===== src/rtl/mac_job_sequencer.sv =====
// mac_job_sequencer
//   Drains a small FIFO of (A,B) operand pairs onto an AXI4-Lite master
//   command port. Each job is written as reg1=A, reg2=B, reg0=1 (start).
//   A pending clear request is written as reg0=2, then reg0=0, and is
//   serviced ahead of any queued job.
//
//   Optional feature macro: MAC_SEQ_READBACK_EN
//     defined   : after the start write, reg3 is read back and presented on
//                 res_data with a one-cycle res_valid pulse.
//     undefined : no readback; cmd_rd, res_valid and res_data are tied 0.
//
// Ports
//   ACLK, ARESET          clock, synchronous active-high reset
//   job_valid/job_ready   operand push handshake, job_a / job_b operands
//   clr_req               one-cycle clear request, merged while pending
//   cmd_wr / cmd_rd       one-cycle command triggers to the master
//   cmd_addr / cmd_wdata  register index and write data, held until cmd_done
//   cmd_done / cmd_rdata  master completion pulse and read data
//   res_valid / res_data  accumulator readback
//   busy                  sequencer not idle
//   err                   sticky command timeout flag
//
// State   | meaning
// IDLE    | waiting for a clear request or a queued job
// CLR1    | writing reg0=2 (clear accumulator)
// CLR0    | writing reg0=0 (release clear)
// WR_A    | writing reg1=A
// WR_B    | writing reg2=B
// GO      | writing reg0=1 (start MAC)
// RD_ACC  | reading reg3 (accumulator), readback builds only

module mac_job_sequencer #(
    parameter int DATA_WIDTH     = 32,
    parameter int ADDRESS        = 32,
    parameter int FIFO_DEPTH     = 4,
    parameter int TIMEOUT_CYCLES = 64
) (
    input  logic                  ACLK,
    input  logic                  ARESET,
    input  logic                  job_valid,
    output logic                  job_ready,
    input  logic [DATA_WIDTH-1:0] job_a,
    input  logic [DATA_WIDTH-1:0] job_b,
    input  logic                  clr_req,
    output logic                  cmd_wr,
    output logic                  cmd_rd,
    output logic [ADDRESS-1:0]    cmd_addr,
    output logic [DATA_WIDTH-1:0] cmd_wdata,
    input  logic                  cmd_done,
    input  logic [DATA_WIDTH-1:0] cmd_rdata,
    output logic                  res_valid,
    output logic [DATA_WIDTH-1:0] res_data,
    output logic                  busy,
    output logic                  err
);

    localparam int PTR_W = $clog2(FIFO_DEPTH);
    localparam int CNT_W = PTR_W + 1;
    localparam int TMO_W = $clog2(TIMEOUT_CYCLES + 1);

    typedef enum logic [2:0] {
        S_IDLE, S_CLR1, S_CLR0, S_WR_A, S_WR_B, S_GO, S_RD_ACC
    } state_t;

    state_t                state_q, state_d;
    logic                  cmd_wr_q, cmd_wr_d;
    logic                  cmd_rd_q, cmd_rd_d;
    logic [ADDRESS-1:0]    cmd_addr_q, cmd_addr_d;
    logic [DATA_WIDTH-1:0] cmd_wdata_q, cmd_wdata_d;
    logic [DATA_WIDTH-1:0] op_b_q, op_b_d;
    logic [TMO_W-1:0]      tmo_q, tmo_d;
    logic                  err_q, err_d;
    logic                  clr_pend_q, clr_pend_d;
    logic [PTR_W-1:0]      wr_ptr_q, wr_ptr_d;
    logic [PTR_W-1:0]      rd_ptr_q, rd_ptr_d;
    logic [CNT_W-1:0]      count_q, count_d;
    logic [DATA_WIDTH-1:0] fifo_a_q [FIFO_DEPTH];
    logic [DATA_WIDTH-1:0] fifo_b_q [FIFO_DEPTH];

    logic fifo_empty, fifo_full, push, pop, waiting, done_ok, tmo_hit;

    assign fifo_empty = (count_q == '0);
    assign fifo_full  = (count_q == CNT_W'(FIFO_DEPTH));
    // A job is launched from IDLE only when no clear is pending.
    assign pop        = (state_q == S_IDLE) && !clr_pend_q && !fifo_empty;
    // When full, a same-cycle pop frees the slot being written.
    assign job_ready  = !fifo_full || pop;
    assign push       = job_valid && job_ready;

    // The pulse cycle itself is not a wait cycle; cmd_done there is ignored.
    assign waiting = (state_q != S_IDLE) && !cmd_wr_q && !cmd_rd_q;
    assign done_ok = waiting && cmd_done;
    assign tmo_hit = waiting && !cmd_done && (tmo_q == TMO_W'(1));

    always_ff @(posedge ACLK) begin
        if (push) begin
            fifo_a_q[wr_ptr_q] <= job_a;
            fifo_b_q[wr_ptr_q] <= job_b;
        end
    end

    always_comb begin
        wr_ptr_d = push ? wr_ptr_q + PTR_W'(1) : wr_ptr_q;
        rd_ptr_d = pop  ? rd_ptr_q + PTR_W'(1) : rd_ptr_q;
        unique case ({push, pop})
            2'b10:   count_d = count_q + CNT_W'(1);
            2'b01:   count_d = count_q - CNT_W'(1);
            default: count_d = count_q;
        endcase
    end

`ifdef MAC_SEQ_READBACK_EN
    logic                  res_valid_q, res_valid_d;
    logic [DATA_WIDTH-1:0] res_data_q, res_data_d;
`else
    logic unused_rdata;
    assign unused_rdata = ^cmd_rdata;
`endif

    always_comb begin
        state_d     = state_q;
        cmd_wr_d    = 1'b0;
        cmd_rd_d    = 1'b0;
        cmd_addr_d  = cmd_addr_q;
        cmd_wdata_d = cmd_wdata_q;
        op_b_d      = op_b_q;
        err_d       = err_q;
        clr_pend_d  = clr_pend_q;
`ifdef MAC_SEQ_READBACK_EN
        res_valid_d = 1'b0;
        res_data_d  = res_data_q;
`endif
        unique case (state_q)
            S_IDLE: begin
                if (clr_pend_q) begin
                    state_d     = S_CLR1;
                    clr_pend_d  = 1'b0;
                    cmd_wr_d    = 1'b1;
                    cmd_addr_d  = ADDRESS'(0);
                    cmd_wdata_d = DATA_WIDTH'(2);
                end else if (!fifo_empty) begin
                    state_d     = S_WR_A;
                    op_b_d      = fifo_b_q[rd_ptr_q];
                    cmd_wr_d    = 1'b1;
                    cmd_addr_d  = ADDRESS'(1);
                    cmd_wdata_d = fifo_a_q[rd_ptr_q];
                end
            end
            S_CLR1: if (done_ok) begin
                state_d     = S_CLR0;
                cmd_wr_d    = 1'b1;
                cmd_addr_d  = ADDRESS'(0);
                cmd_wdata_d = DATA_WIDTH'(0);
            end
            S_CLR0: if (done_ok) state_d = S_IDLE;
            S_WR_A: if (done_ok) begin
                state_d     = S_WR_B;
                cmd_wr_d    = 1'b1;
                cmd_addr_d  = ADDRESS'(2);
                cmd_wdata_d = op_b_q;
            end
            S_WR_B: if (done_ok) begin
                state_d     = S_GO;
                cmd_wr_d    = 1'b1;
                cmd_addr_d  = ADDRESS'(0);
                cmd_wdata_d = DATA_WIDTH'(1);
            end
            S_GO: if (done_ok) begin
`ifdef MAC_SEQ_READBACK_EN
                state_d     = S_RD_ACC;
                cmd_rd_d    = 1'b1;
                cmd_addr_d  = ADDRESS'(3);
                cmd_wdata_d = '0;
`else
                state_d     = S_IDLE;
`endif
            end
            S_RD_ACC: if (done_ok) begin
                state_d = S_IDLE;
`ifdef MAC_SEQ_READBACK_EN
                res_valid_d = 1'b1;
                res_data_d  = cmd_rdata;
`endif
            end
            default: state_d = S_IDLE;
        endcase

        // Abort drops the in-flight job or clear; queued jobs stay in the FIFO.
        if (tmo_hit) begin
            state_d = S_IDLE;
            err_d   = 1'b1;
        end

        // Merge after the launch so a request landing on the CLR1 entry is kept.
        if (clr_req) clr_pend_d = 1'b1;

        if (cmd_wr_d || cmd_rd_d)       tmo_d = TMO_W'(TIMEOUT_CYCLES);
        else if (waiting && tmo_q != '0) tmo_d = tmo_q - TMO_W'(1);
        else                             tmo_d = tmo_q;
    end

    always_ff @(posedge ACLK) begin
        if (ARESET) begin
            state_q     <= S_IDLE;
            cmd_wr_q    <= 1'b0;
            cmd_rd_q    <= 1'b0;
            cmd_addr_q  <= '0;
            cmd_wdata_q <= '0;
            op_b_q      <= '0;
            tmo_q       <= '0;
            err_q       <= 1'b0;
            clr_pend_q  <= 1'b0;
            wr_ptr_q    <= '0;
            rd_ptr_q    <= '0;
            count_q     <= '0;
`ifdef MAC_SEQ_READBACK_EN
            res_valid_q <= 1'b0;
            res_data_q  <= '0;
`endif
        end else begin
            state_q     <= state_d;
            cmd_wr_q    <= cmd_wr_d;
            cmd_rd_q    <= cmd_rd_d;
            cmd_addr_q  <= cmd_addr_d;
            cmd_wdata_q <= cmd_wdata_d;
            op_b_q      <= op_b_d;
            tmo_q       <= tmo_d;
            err_q       <= err_d;
            clr_pend_q  <= clr_pend_d;
            wr_ptr_q    <= wr_ptr_d;
            rd_ptr_q    <= rd_ptr_d;
            count_q     <= count_d;
`ifdef MAC_SEQ_READBACK_EN
            res_valid_q <= res_valid_d;
            res_data_q  <= res_data_d;
`endif
        end
    end

    assign cmd_wr    = cmd_wr_q;
    assign cmd_addr  = cmd_addr_q;
    assign cmd_wdata = cmd_wdata_q;
    assign busy      = (state_q != S_IDLE);
    assign err       = err_q;
`ifdef MAC_SEQ_READBACK_EN
    assign cmd_rd    = cmd_rd_q;
    assign res_valid = res_valid_q;
    assign res_data  = res_data_q;
`else
    assign cmd_rd    = 1'b0;
    assign res_valid = 1'b0;
    assign res_data  = '0;
`endif

endmodule


===== config.mk =====
export PLATFORM = sky130hd
export DESIGN_NAME = mac_job_sequencer
export DESIGN_NICKNAME = d
export VERILOG_FILES = /design/src/rtl/mac_job_sequencer.sv
export SDC_FILE = /design/constraint.sdc
export NUM_CORES = 1
export LEC_CHECK = 0
export BUFFER_PORTS_ARGS = -buffer_cell sky130_fd_sc_hd__buf_4
export CAP_MARGIN = 5
export CORE_MARGIN = 4
export CORE_UTILIZATION = 32
export CTS_CLUSTER_SIZE = 8
export DETAILED_ROUTE_END_ITERATION = 7
export GPL_TIMING_DRIVEN = 0
export PLACE_DENSITY_LB_ADDON = 0.08
export SLEW_MARGIN = 20
export SYNTH_ARGS = -nofsm -noshare
export SYNTH_HDL_FRONTEND = slang
export SYNTH_SLANG_ARGS = --single-unit
export TNS_END_PERCENT = 20

===== constraint.sdc =====
create_clock -name ACLK -period 4.16 [get_ports ACLK]
set_clock_uncertainty 0.05 [all_clocks]
set_input_delay 0.832 -clock ACLK [delete_from_list [all_inputs] [get_ports ACLK]]
set_output_delay 0.832 -clock ACLK [all_outputs]
set_load 0.1 [all_outputs]

## Yosys cells after proc, flatten, opt, wreduce, memory -nomap -nowiden

Memory sizes are Yosys's and may differ from the RTL's. A register that Yosys moved wholly into a read port is not among the register bits.
Cells that the tools add are included.

- Bits in registers: 84
- Output and inout port bits: 102
- Input port bits: 101
- Logic and storage cells: 98
- Memory bits (writable): 256
- Memories: 2

- Reductions and logical operators: 32
- Bitwise gates (word level): 2
- Equality and inequality tests: 16
- Add/subtract/negate cells: 5
- Mux-type cells: 30

Memories:

| memory | words | width | read ports | clocked after Yosys merged registers in | write ports | RTL line | text |
|---|---|---|---|---|---|---|---|
| fifo_a_q | 4 | 32 | 1 | 1 | 1 | 77 | `logic [DATA_WIDTH-1:0] fifo_a_q [FIFO_DEPTH];` |
| fifo_b_q | 4 | 32 | 1 | 1 | 1 | 78 | `logic [DATA_WIDTH-1:0] fifo_b_q [FIFO_DEPTH];` |

Operator list:

| operator | count |
|---|---|
| 2-to-1 mux 32 bit | 8 |
| case mux 32 bit (4 select lines) | 1 |
| case mux 32 bit (3 select lines) | 1 |
| 2-to-1 mux 3 bit | 6 |
| case mux 3 bit (5 select lines) | 1 |
| 2-to-1 mux 7 bit | 2 |
| equality test 3 bit, second input constant | 4 |
| AND reduction 5 bit | 2 |
| logical AND 1 bit | 8 |
| equality test 7 x 1 -> 1 bit, second input constant | 1 |
| 2-to-1 mux 1 bit | 7 |
| nonzero test 7 bit | 1 |
| subtractor 7 x 1 -> 7 bit, second input constant | 1 |
| equality test 3 x 2 -> 1 bit, second input constant | 2 |
| zero test 3 bit | 2 |
| != test 2 bit, second input constant | 3 |
| case mux 3 bit (2 select lines) | 1 |
| nonzero test 2 bit | 3 |
| nonzero test 3 bit | 2 |
| OR reduction 2 bit | 3 |
| OR reduction 3 bit | 2 |
| zero test 1 bit | 5 |
| adder 2 x 1 -> 2 bit, second input constant | 2 |
| 2-to-1 mux 2 bit | 2 |
| other kinds (13) | 15 |

## Longest topological paths before layout

- Depth in word-level cells: 7
- Depth in mapped cells: 10
- Mapped depth without buffers: 7

## Least setup slack after synthesis

No wires, ideal clock.

- Path kind: input-to-reg
- Start point: input port job_valid
- End point: memory fifo_a_q[0][0] (enable)
- Data arrival time: 2.982 ns
- Cell stages on the path: 4
- Setup time: 0.429 ns
- Setup slack: 0.699 ns
- Path through: clkbuf_1 > inv_1 > a31oi_4 > and2_1

- Cells in the longest elaborated chain, start to end: 3

Ends and longest elaborated chain:

| what | RTL line | text |
|---|---|---|
| from (decl) | 40 | `input logic job_valid,` |
| logical AND 1 bit | 88 | `assign push = job_valid && job_ready;` |
| 2-to-1 mux 1 bit | 96 | `if (push) begin` |
| 2-to-1 mux 1 bit (implied by the code) | 97 | `fifo_a_q[wr_ptr_q] <= job_a;` |
| to (decl) | 77 |  |

No other way between the ends.

## Final worst setup path

- Start point: register clr_pend_q
- End point: output port job_ready

- Cells in the longest elaborated chain, start to end: 4

Ends and longest elaborated chain:

| what | RTL line | text |
|---|---|---|
| from (decl) | 73 | `logic clr_pend_q, clr_pend_d;` |
| from (signal assigned) | 229 | `clr_pend_q <= clr_pend_d;` |
| zero test 1 bit | 85 | `assign pop = (state_q == S_IDLE) && !clr_pend_q && !fifo_empty;` |
| logical AND 1 bit (2 in a row) | 85 |  |
| logical OR 1 bit | 87 | `assign job_ready = !fifo_full \|\| pop;` |
| to (decl) | 41 | `output logic job_ready,` |

No other way between the ends.

==> run summary <==
I/O Pins - 203
Synth warnings - 0
Syn Area/Cell - 16.0 µm²
Worst-Margin Slew - 0.815 ns
Area of the multi-input gates - 3700 µm²
Total track usage - 0.147
RSZ-0062 raised after global routing - no
Placer Congestion - 0.748
Later-pin clock latency in the skew report - 0.59 ns
Synth Instances - 856
Register Area - 9450 µm²
First-pass GRT wire length - 51.7 mm
Drt wl/cell - 20.5 µm
H-tree levels - 2
Max-Slew Margin vs Limit - 0.457
Post-CTS Hold Buffers - 0
DRC Markers - 0
Peak Freq - 335 MHz
ANT nets after route - 0
VDD IR-drop max - 0.286 mV
Postcts setup bufs - 0
Status - completed
CP most frequent cell - buf_6
Post-Route WL - 34.0 mm
Num CTS Buffers - 48
Initial DRC count - 440
Hold Slack - 0.392 ns
Filler instances - 3982
Die Span X - 215 µm
Clock slew at reported path FFs - 0.05 ns
Via-to-Cell Ratio - 4.68
Initial Util - 0.325
Die area - 46200 µm²
Clock period minus worst slack - 2.98 ns
WP buf/inv - 3
Synthesized area - 13700 µm²
# port buffers - 104
Post_cts resized - 0
Crit-path cells - buf_6 -> or4_1 -> buf_6 -> nand3_1 -> buf_4
Hold Crit Class - input port to flop
Crit-path max FO - 9
Top post-synthesis cells by area - edfxtp_1 (56%), dfxtp_1 (13%), mux4_2 (11%), buf_4 (3.7%), a211oi_1 (3.3%)
PD cells - 718 nW/µm²
Initial DRT Pass Iterations - 4
Non-filler instance count after layout - 1657
Setup violators final - 0
#FFs+latches synth - 344
Static leakage - 0.00593 µW
Req. time, crit path - 3.28 ns
Initial antenna violation count - 2
Post-synth top area share - 0.561
Synth Flop Type - edfxtp_1
Critical path type - flop to output pin
CP peak stage delay - 0.50 ns
Cell count after placement - 1566
Max Buffers Root-to-Sink - 3
Max Cap Viol - 0
CP delay by family, top - buffers and inverters
Final HPWL DP - 22.5 mm
Syn-to-layout area delta - 23.6%
Vias - 7751
Library cells used by synthesis - 60
# clock sinks - 344
Largest net degree at the start of global routing - 42
CTS root buf - clkbuf_16
CP Capture Type - output pin
Synth area leader - edfxtp_1
Placement Rows - 75
Startpoint types - flop
Number of synthesized flops with an enable pin - 256
Final hold vios - 0
CTS tree - done
Total gr overflow - 0
Final Cycle Share - 0.717
Slowest stage cell, crit path - or4_1
Fraction of layout cells with a size suffix above 1 - 0.295
Vias in the first global route - 8265
Critical Path AT - 2.10 ns
Die Span Y - 215 µm
Core area - 42100 µm²
Slew Viols, Final - 0
Fin nets - 1185
Asr flop ratio synth - 0
Seq/Total Area, Yosys - 0.690
power breakdown:
part | internal (µW) | switching, µW
sequential | 4200 | 284
clock | 2180 | 1450
combinational | 1310 | 2720
cells in the final DEF, fill, tap and decap left out, types with 23 or more instances in the layout:
cell type	n
mux4_2	64
conb_1	64
nand2_1	69
a211oi_1	60
a21oi_1	47
nor2_1	23
dfxtp_1	88
clkbuf_1	66
buf_4	172
clkbuf_16	48
edfxtp_1	256
a22oi_1	31
through the flow:
stage          area (µm²)   util  setup slack [ns]  power (µW)  TNS, ns
6_report            16900  0.402              1.18       12200        0
3_3_place_gp        15400  0.365             -1.08        8600  -256.11
5_1_grt             16900  0.402              1.09       12800        0
2_1_floorplan       13900      -             0.699        7540        0
3_5_place_dp        15500  0.368              1.22        8640        0
4_1_cts             16900  0.402              1.11       12300        0
routing by layer:
| metal | up-vias | GRT usage | share of wire |
|---|---|---|---|
| met3 | 51 | 0.0309 | 0.044 |
| met1 | 3885 | 0.196 | 0.44 |
| met2 | 148 | 0.242 | 0.49 |
| met4 | 2 | 0.0458 | 0.019 |
| met5 | - | 0 | 0.00038 |
| li1 | 3665 | - | - |
final cells by class:
class	count	share of cell area
diodes	1	0.000148
plain buffers	120	0.0449
clock buffers	87	0.0796
clock inverters	3	0.00407
inverters	10	0.00222
multi-input cells	445	0.218
flip-flops and latches	344	0.558
well taps	539	0.0398
repair buffers	108	0.0526
registers in the layout, summed over array words and instances, names as in the netlist, 3 cells and up, named ones only:
signal	flops
fifo_a_q	128
fifo_b_q	128
cmd_wdata	32
op_b_q	32
tmo_q	7
count_q	3
state_q	3
synth_stat cells, types with 2 or more instances:
cell / count
or4_1: 2
or3_1: 5
inv_1: 10
o211ai_1: 2
nand3b_1: 2
nor2_1: 23
buf_1: 2
o21ai_0: 5
a211oi_1: 60
or2_2: 2
a311oi_1: 4
nand2b_1: 2
a21oi_1: 47
a22o_1: 3
buf_6: 4
ha_1: 6
xnor2_1: 4
nor3_1: 4
buf_2: 19
and2_1: 4
o21bai_1: 2
buf_4: 68
nand3_1: 3
o31ai_1: 2
nand2_1: 69
dfxtp_1: 88
a22oi_1: 31
nor4b_1: 2
mux4_2: 64
xor2_1: 2
clkbuf_1: 27
a32o_1: 2
nor2b_1: 3
o21a_1: 2
edfxtp_1: 256
worst paths after layout:
path,startpoint,to,slack [ns],depth (start not counted)
worst max-delay path,clr_pend_q,job_ready,1.18,5
worst min-delay path,job_a[26],fifo_a_q[1][26],0.39,1
worst max register to register,clr_pend_q,count_q[2],1.49,10
worst min register to register,op_b_q[5],op_b_q[5],0.41,2
worst register-to-register path, cell delays in order, from the launching register on:
cell and delay, ns:
dfxtp_1 0.30, buf_6 0.14, or4_1 0.50, buf_6 0.17, nor2_8 0.18, buf_4 0.21, nand2_1 0.08, fa_1 0.43
nor3_1 0.24, nand3b_1 0.14, a31oi_1 0.08
cells by family (layout without fill, tap and decap cells):
kind of cell | after synthesis | in the layout | share of synthesized area
AOI/OAI and AO/OA | 170 | 170 | 0.0871
buffers and inverters | 130 | 328 | 0.0582
other | 1 | 65 | 0.000274
muxes | 65 | 65 | 0.106
adders and majority gates | 7 | 7 | 0.00694
xor gates and xnor gates | 6 | 6 | 0.00384
DFF | 344 | 344 | 0.690
and+or+nand+nor | 133 | 133 | 0.0479
No activity file was read; power rests on OpenSTA's default activity.
